**config.mk**
```make
export PLATFORM = sky130hd
export DESIGN_NAME = interp_row_sched_flat
export DESIGN_NICKNAME = d
export VERILOG_FILES = /design/src/rtl/interp_row_sched_if.sv /design/src/rtl/interp_row_sched.sv /design/src/flat_wrapper.sv
export SDC_FILE = /design/constraint.sdc
export NUM_CORES = 1
export LEC_CHECK = 0
export BUFFER_PORTS_ARGS = -buffer_cell sky130_fd_sc_hd__buf_2
export CORE_ASPECT_RATIO = 1.2
export CORE_MARGIN = 2
export CORE_UTILIZATION = 40
export DETAILED_ROUTE_END_ITERATION = 7
export SYNTH_ARGS = -nofsm -noshare
export SYNTH_HDL_FRONTEND = slang
export SYNTH_SLANG_ARGS = --single-unit
```
**constraint.sdc**
```tcl
create_clock -name clk -period 2.8 [get_ports clk]
set_input_delay 0.14 -clock clk [delete_from_list [all_inputs] [get_ports clk]]
set_output_delay 0.14 -clock clk [all_outputs]
set_load 0.05 [all_outputs]
```
**src/rtl/interp_row_sched_if.sv**
```systemverilog
// Handshake and control bundle between a block requester and the interpolation row scheduler.
interface interp_row_sched_if #(
  parameter int ADDR_W = 8
) ();
  logic              start;
  logic [6:0]        blk_h;
  logic [1:0]        frac_x;
  logic [1:0]        frac_y;
  logic [ADDR_W-1:0] base_addr;
  logic              busy;
  logic              done;
  logic              rd_en;
  logic [ADDR_W-1:0] rd_addr;
  logic              load;
  logic              adv;
  logic [7:0]        sel;
  logic              out_valid;
  logic [5:0]        out_row;
  logic              out_ready;

  modport master (
    output start, blk_h, frac_x, frac_y, base_addr, out_ready,
    input  busy, done, rd_en, rd_addr, load, adv, sel, out_valid, out_row
  );

  modport slave (
    input  start, blk_h, frac_x, frac_y, base_addr, out_ready,
    output busy, done, rd_en, rd_addr, load, adv, sel, out_valid, out_row
  );
endinterface

```
**src/rtl/interp_row_sched.sv**
```systemverilog
// Row sequencer for HEVC sub-pixel interpolation: issues reference-row reads, load strobes,
// filter phase select and tracks pipeline validity so every filtered row carries its index.
module interp_row_sched #(
  parameter int ADDR_W   = 8,
  parameter int PIPE_LAT = 2,
  parameter int MAX_H    = 64
) (
  input  logic              clk,
  input  logic              reset,
  interp_row_sched_if.slave bus
);

  typedef enum logic [1:0] {S_IDLE, S_RUN, S_DRAIN, S_DONE} state_t;

  state_t              state_q, state_d;
  logic [6:0]          h_q, h_d;
  logic                vbyp_q, vbyp_d;
  logic [6:0]          rem_q, rem_d;
  logic [6:0]          lcnt_q, lcnt_d;
  logic [ADDR_W-1:0]   addr_q, addr_d;
  logic [7:0]          sel_q, sel_d;
  logic                vload_q, vload_d;
  logic [PIPE_LAT-1:0] vstg_q, vstg_d;
  logic [5:0]          row_q, row_d;

  logic       out_valid, active, adv, rd_en, load, hs;
  logic [6:0] h_clamp;

  assign out_valid = vstg_q[PIPE_LAT-1];
  assign active    = (state_q != S_IDLE);
  assign adv       = active & ~(out_valid & ~bus.out_ready);
  assign rd_en     = (state_q == S_RUN) & (rem_q != 7'd0) & adv;
  assign load      = vload_q & adv;
  assign hs        = out_valid & bus.out_ready;
  assign h_clamp   = (bus.blk_h > 7'(MAX_H)) ? 7'(MAX_H) : bus.blk_h;

  always_comb begin
    state_d = state_q;
    h_d     = h_q;
    vbyp_d  = vbyp_q;
    rem_d   = rem_q;
    lcnt_d  = lcnt_q;
    addr_d  = addr_q;
    sel_d   = sel_q;
    vload_d = vload_q;
    vstg_d  = vstg_q;
    row_d   = row_q;

    // Validity chain: issue -> load stage -> PIPE_LAT filter stages, all frozen when adv=0.
    // With vertical filtering the first 7 loads only prime the tap window.
    if (adv) begin
      vload_d   = rd_en;
      vstg_d[0] = load & (vbyp_q | (lcnt_q >= 7'd7));
      for (int i = 1; i < PIPE_LAT; i++) begin
        vstg_d[i] = vstg_q[i-1];
      end
    end
    if (rd_en) begin
      rem_d  = rem_q - 7'd1;
      addr_d = addr_q + ADDR_W'(1);
    end
    if (load) lcnt_d = lcnt_q + 7'd1;
    if (hs)   row_d  = row_q + 6'd1;

    case (state_q)
      S_IDLE: begin
        if (bus.start) begin
          h_d     = h_clamp;
          vbyp_d  = (bus.frac_y == 2'd0);
          sel_d   = {2'b00, bus.frac_y == 2'd0, bus.frac_x == 2'd0, bus.frac_y, bus.frac_x};
          lcnt_d  = 7'd0;
          row_d   = 6'd0;
          if (h_clamp == 7'd0) rem_d = 7'd0;
          else if (bus.frac_y == 2'd0) rem_d = h_clamp;
          else rem_d = h_clamp + 7'd7;
          addr_d  = (bus.frac_y == 2'd0) ? bus.base_addr : bus.base_addr - ADDR_W'(3);
          state_d = S_RUN;
        end
      end
      S_RUN: begin
        if (h_q == 7'd0) state_d = S_DONE;
        else if (rd_en && rem_q == 7'd1) state_d = S_DRAIN;
      end
      S_DRAIN: begin
        if (hs && ({1'b0, row_q} == h_q - 7'd1)) state_d = S_DONE;
      end
      default: state_d = S_IDLE;
    endcase
  end

  always_ff @(posedge clk) begin
    if (reset) begin
      state_q <= S_IDLE;
      h_q     <= '0;
      vbyp_q  <= 1'b0;
      rem_q   <= '0;
      lcnt_q  <= '0;
      addr_q  <= '0;
      sel_q   <= '0;
      vload_q <= 1'b0;
      vstg_q  <= '0;
      row_q   <= '0;
    end else begin
      state_q <= state_d;
      h_q     <= h_d;
      vbyp_q  <= vbyp_d;
      rem_q   <= rem_d;
      lcnt_q  <= lcnt_d;
      addr_q  <= addr_d;
      sel_q   <= sel_d;
      vload_q <= vload_d;
      vstg_q  <= vstg_d;
      row_q   <= row_d;
    end
  end

  assign bus.busy      = (state_q == S_RUN) | (state_q == S_DRAIN);
  assign bus.done      = (state_q == S_DONE);
  assign bus.rd_en     = rd_en;
  assign bus.rd_addr   = addr_q;
  assign bus.load      = load;
  assign bus.adv       = adv;
  assign bus.sel       = sel_q;
  assign bus.out_valid = out_valid;
  assign bus.out_row   = row_q;

endmodule

```
**src/flat_wrapper.sv**
```systemverilog
// flat-port wrapper written by rule: the top's interface ports become plain ports
module interp_row_sched_flat 
#(
  parameter int ADDR_W   = 8,
  parameter int PIPE_LAT = 2,
  parameter int MAX_H    = 64
)
  (clk, reset, bus_start, bus_blk_h, bus_frac_x, bus_frac_y, bus_base_addr, bus_out_ready, bus_busy, bus_done, bus_rd_en, bus_rd_addr, bus_load, bus_adv, bus_sel, bus_out_valid, bus_out_row);
  interp_row_sched_if #(.ADDR_W(ADDR_W)) bus_i ();
  input  logic clk;
  input  logic reset;
  input wire logic [$bits(bus_i.start)-1:0] bus_start;
  input wire logic [$bits(bus_i.blk_h)-1:0] bus_blk_h;
  input wire logic [$bits(bus_i.frac_x)-1:0] bus_frac_x;
  input wire logic [$bits(bus_i.frac_y)-1:0] bus_frac_y;
  input wire logic [$bits(bus_i.base_addr)-1:0] bus_base_addr;
  input wire logic [$bits(bus_i.out_ready)-1:0] bus_out_ready;
  output wire logic [$bits(bus_i.busy)-1:0] bus_busy;
  output wire logic [$bits(bus_i.done)-1:0] bus_done;
  output wire logic [$bits(bus_i.rd_en)-1:0] bus_rd_en;
  output wire logic [$bits(bus_i.rd_addr)-1:0] bus_rd_addr;
  output wire logic [$bits(bus_i.load)-1:0] bus_load;
  output wire logic [$bits(bus_i.adv)-1:0] bus_adv;
  output wire logic [$bits(bus_i.sel)-1:0] bus_sel;
  output wire logic [$bits(bus_i.out_valid)-1:0] bus_out_valid;
  output wire logic [$bits(bus_i.out_row)-1:0] bus_out_row;
  assign bus_i.start = bus_start;
  assign bus_i.blk_h = bus_blk_h;
  assign bus_i.frac_x = bus_frac_x;
  assign bus_i.frac_y = bus_frac_y;
  assign bus_i.base_addr = bus_base_addr;
  assign bus_i.out_ready = bus_out_ready;
  assign bus_busy = bus_i.busy;
  assign bus_done = bus_i.done;
  assign bus_rd_en = bus_i.rd_en;
  assign bus_rd_addr = bus_i.rd_addr;
  assign bus_load = bus_i.load;
  assign bus_adv = bus_i.adv;
  assign bus_sel = bus_i.sel;
  assign bus_out_valid = bus_i.out_valid;
  assign bus_out_row = bus_i.out_row;
  interp_row_sched #(.ADDR_W(ADDR_W), .PIPE_LAT(PIPE_LAT), .MAX_H(MAX_H)) u_core (.clk(clk), .reset(reset), .bus(bus_i));
endmodule
```
; Word-level counts from Yosys, hierarchy flattened
; Index checks and enable logic that the tools add are counted.
; Widths: inputs -> output; s select.
[totals]
reg_bits = 47
inputBits = 23
out_inout_bits = 28
elab_cells = 70
[op_classes]
add_sub_neg = 7
order_cmp = 2
eq_ne = 8
mux = 21
n_bitwise = 11
n_reduce_logical = 11
[ops]
columns = cell, n
row1 = $mux 7, 9
row2 = $mux 8, 4
row3 = $mux 6, 3
row4 = $logic_not 7->1, 2
row5 = $sub 7x1->7 const B, 2
row6 = $add 8x1->8 const B, 1
row7 = $mux 2, 4
row8 = $sub 8x2->8 const B, 1
row9 = $add 7x1->7 const B, 1
row10 = $add 7x3->7 const B, 1
row11 = $and 1x1->1, 7
row12 = $eq 6x7->1, 1
row13 = $eq 7x1->1 const B, 1
row14 = $ge 7x3->1 const B, 1
row15 = $gt 7x7->1 const B, 1
row16 = $reduce_bool 7->1, 1
row17 = $add 6x1->6 const B, 1
row18 = $logic_not 2->1, 3
row19 = $pmux 2 s3, 1
row20 = $eq 2x2->1 const B, 2
row21 = $ne 3x3->1 const B, 1
row22 = $reduce_and 3->1, 1
row23 = $eq 2x1->1 const B, 1
row24 = $logic_and 1x1->1, 2
row25 = 6 further kinds, 8

; Logic depth before layout (Yosys ltp)
[depth]
depth_word = 9
depth_mapped = 9
ltp_nobuf = 9

; Least setup slack after synthesis
; Ideal clock, no wire load.
[synth_path]
kind = register to register
startpoint = register u_core.state_q[0]
endpoint = register u_core.state_q[0]
setup_time_ns = 0.121
arrival_time_ns = 2.139
required_time_ns = 2.679
slack_ns = 0.540
path_stages_with_launch = 9
n_path_buf = 0
synth_period_minus_slack_ns = 2.260
cell_sequence = dfxtp_1 inv_1 ha_1 inv_1 o21ai_2 inv_1 a41oi_4 a2111oi_4 mux2_4
[synth_via]
elab_chain_len = 6
word_cells_on_any_way = 13
classes_between = eq/ne: 5 / mux: 1 / bitwise: 3 / reduce/logical: 4
[synth_lines]
columns = item, line_no
row1 = "start, declared", interp_row_sched.sv:15  ; state_t state_q, state_d;
row2 = "start signal, assigned", interp_row_sched.sv:104  ; state_q <= state_d;
row3 = $reduce_bool 2->1, interp_row_sched.sv:30  ; assign active = (state_q != S_IDLE);
row4 = $and 1x1->1, interp_row_sched.sv:31  ; assign adv = active & ~(out_valid & ~bus.out_ready);
row5 = net bus_adv, flat_wrapper.sv:23  ; output wire logic [$bits(bus_i.adv)-1:0] bus_adv;
row6 = $and 1x1->1, interp_row_sched.sv:32  ; assign rd_en = (state_q == S_RUN) & (rem_q != 7'd0) & adv;
row7 = $logic_and 1x1->1, interp_row_sched.sv:82  ; else if (rd_en && rem_q == 7'd1) state_d = S_DRAIN;
row8 = $ne 3x3->1 (no line), --
row9 = $reduce_and 3->1 (no line), --
; The timed path passes the listed nets, and every way through them passes these cells.
; A chain may end at the register's enable or synchronous reset.

; Worst setup path in the final report
[layout_path]
startpoint = register u_core.rem_q[3]
endpoint = output bus_rd_en
[layout_via]
elab_chain_len = 3
[layout_lines]
columns = item, line_no
row1 = "start, declared", interp_row_sched.sv:18  ; logic [6:0] rem_q, rem_d;
row2 = "start signal, assigned", interp_row_sched.sv:107  ; rem_q <= rem_d;
row3 = $reduce_bool 7->1, interp_row_sched.sv:32
row4 = $and 1x1->1 (2 in a row), interp_row_sched.sv:32
row5 = "end, declared", flat_wrapper.sv:20  ; output wire logic [$bits(bus_i.rd_en)-1:0] bus_rd_en;
; No other way between the ends.

==> metrics <==
wire per inst=between 10 and 15 um; drt via density=5.15; die area=just over 7000 sq um; leakage=between 0.001 and 0.0015 uW; Post-DP HPWL=4590 um; final setup fails=0; Synth area leader=dfxtp_1; drt total wl=5890 um; P&R area growth vs syn=15.6%; Syn Inst Count=299; required time worst endpoint=~2.7 ns; post-synthesis register bit count=46; global placement routability congestion=0.824; vias in the first global route=2,089; CTS hold repair buffers=0; worst min-delay path category=in2reg; Syn Area/Cell=8.76 sq um; 1st-pass router iterations=6; startpoint types=flip-flop; WS Path Type=reg2out; Tmin final=2.39 ns; pin count of the biggest net entering global routing=21; skew final=approximately 0.0026 ns; Reg2Reg Setup Slack=roughly 0.6 ns; Initial Util=0.411; number of remaining DRC errors=0; commonest cells in the netlist=46 x dfxtp_1, 30 x nor2_1, 22 x nand2_1; Starting DRT DRC Count=63; area share of the largest cell type after synthesis=0.352; core footprint=6370 sq um; Synth Flop Type=dfxtp_1; initial antenna violation count=0; TNS Setup=0 ns; Distinct cells, synth=48; clk sink count=46; Worst Path Max Fanout=13; I/O Buffers=48; Max-Cap Viols=0; number of enable flip-flop cells after synthesis=0; total track usage=0.167; Clock Latency Late Sink=around 0.29 ns; first-pass GRT wire length=9720 um; Die H=92.6 um; RSZ-0062 raised after global routing=no; Ys Warns=0; I/O pin count=51; Worst VDD drop=0.000355 V; fmax=around 420 MHz; Die Wd=77.9 um; CTS tree=yes; share of cells above drive strength 1=0.207; # fillers=roughly 630; Power Density=about 730 nW/um^2; Setup Fix Bufs, Post-CTS=0; clock root buffer=clkbuf_8; Nets=a little under 400; fin util=0.475; FFs w/ async S/R, synth=0; worst hold margin=a little under 0.07 ns; H-tree Lvls=2; PostCTS Resize Cnt=0; period utilisation layout=0.852; Max Buffers Root-to-Sink=2; n_diodes=0; TritonCTS Buffers=5; top post-synthesis cells by area=dfxtp_1 35%, ha_1 6.7%, xnor2_1 6.4%; count leader, synth=dfxtp_1; final hold viol count=0; Detail Route Antenna Nets=0; max-slew violation count=0; crit end category=output port; total gr overflow=0; Worst-path clk slew=0.08 ns; register area share after synthesis=0.352; cell area after synthesis=2620 sq um; outcome=completed; CP arrival=2.25 ns; row count=32; total number of vias=2,230
## flip-flops by register name, indices dropped and copies added, names as in the netlist
register	cells
u_core.bus.rd_addr	8
u_core.h_q	7
u_core.lcnt_q	7
u_core.rem_q	7
u_core.bus.out_row	6
u_core.bus.sel	5
u_core.state_q	2
u_core.vstg_q	2
u_core.vbyp_q	1
u_core.vload_q	1
## placed cells by master, fill, tap and decap left out, types with 11 or more instances in the layout
cell type	instances
inv_1	15
dfxtp_1	46
o21ai_0	12
a22o_1	11
a21oi_1	14
nand2_1	22
buf_2	48
xnor2_1	19
xor2_1	18
ha_1	14
nor2_1	30
## cells by family (layout without fill, tap and decap cells)
group	Yosys count	after routing	share of synthesized area
simple gates	106	106	0.210
compound gates	63	63	0.180
flops	46	46	0.352
xor+xnor	37	37	0.124
buf+inv	28	76	0.0497
fa+ha+maj	14	14	0.0669
mux	4	4	0.0172
other cells	1	2	0.00143
## per-stage QoR
step	cell area, sq um	std cells	worst slack, ns	total power (uW)
floorplan	2620	300	0.540	1620
global placement	2940	427	0.700	1830
detailed placement	2940	427	0.606	1840
CTS	3030	433	0.399	2250
global route	3030	433	0.226	2370
finish	3030	433	0.414	2220
## worst max-delay path, cell delays in order, from the launching register on
cell      delay [ns]
dfxtp_1         0.36
nor4_2          0.33
nor2b_4         0.24
a21o_1          0.42
clkinv_1        0.31
buf_2           0.29
## final timing paths
path / from / end / depth (start not counted)
min: bus_frac_x[0] / u_core.bus.sel[0] / 2
max reg2reg: u_core.state_q[0] / u_core.bus.rd_addr[6] / 7
max: u_core.rem_q[3] / bus_rd_en / 5
min reg2reg: u_core.vstg_q[0] / u_core.vstg_q[0] / 2
## final cells by class
type / count / area [sq um] / share of cell area
multi-input combinational: 226 / 1570 / 0.519
sequential: 46 / 921 / 0.304
timing repair buffer: 54 / 285 / 0.0943
tap: 85 / 106 / 0.0351
clock buffer: 6 / 82.6 / 0.0273
inverter: 16 / 60.1 / 0.0198
## routing by layer
layer | share of wire | GRT usage | routed length (um)
met5 | 0 | 0 | 0
met1 | 0.47 | 0.207 | 2750
met2 | 0.49 | 0.295 | 2890
met3 | 0.031 | 0.0283 | 183
met4 | 0.012 | 0.0491 | 68
## report_power, final
part	switching, uW	total (uW)	internal, uW
logic	640	969	329
registers	102	855	753
clock network	207	398	191
total	949	2220	1270
Power figures use the tool's default switching activity.
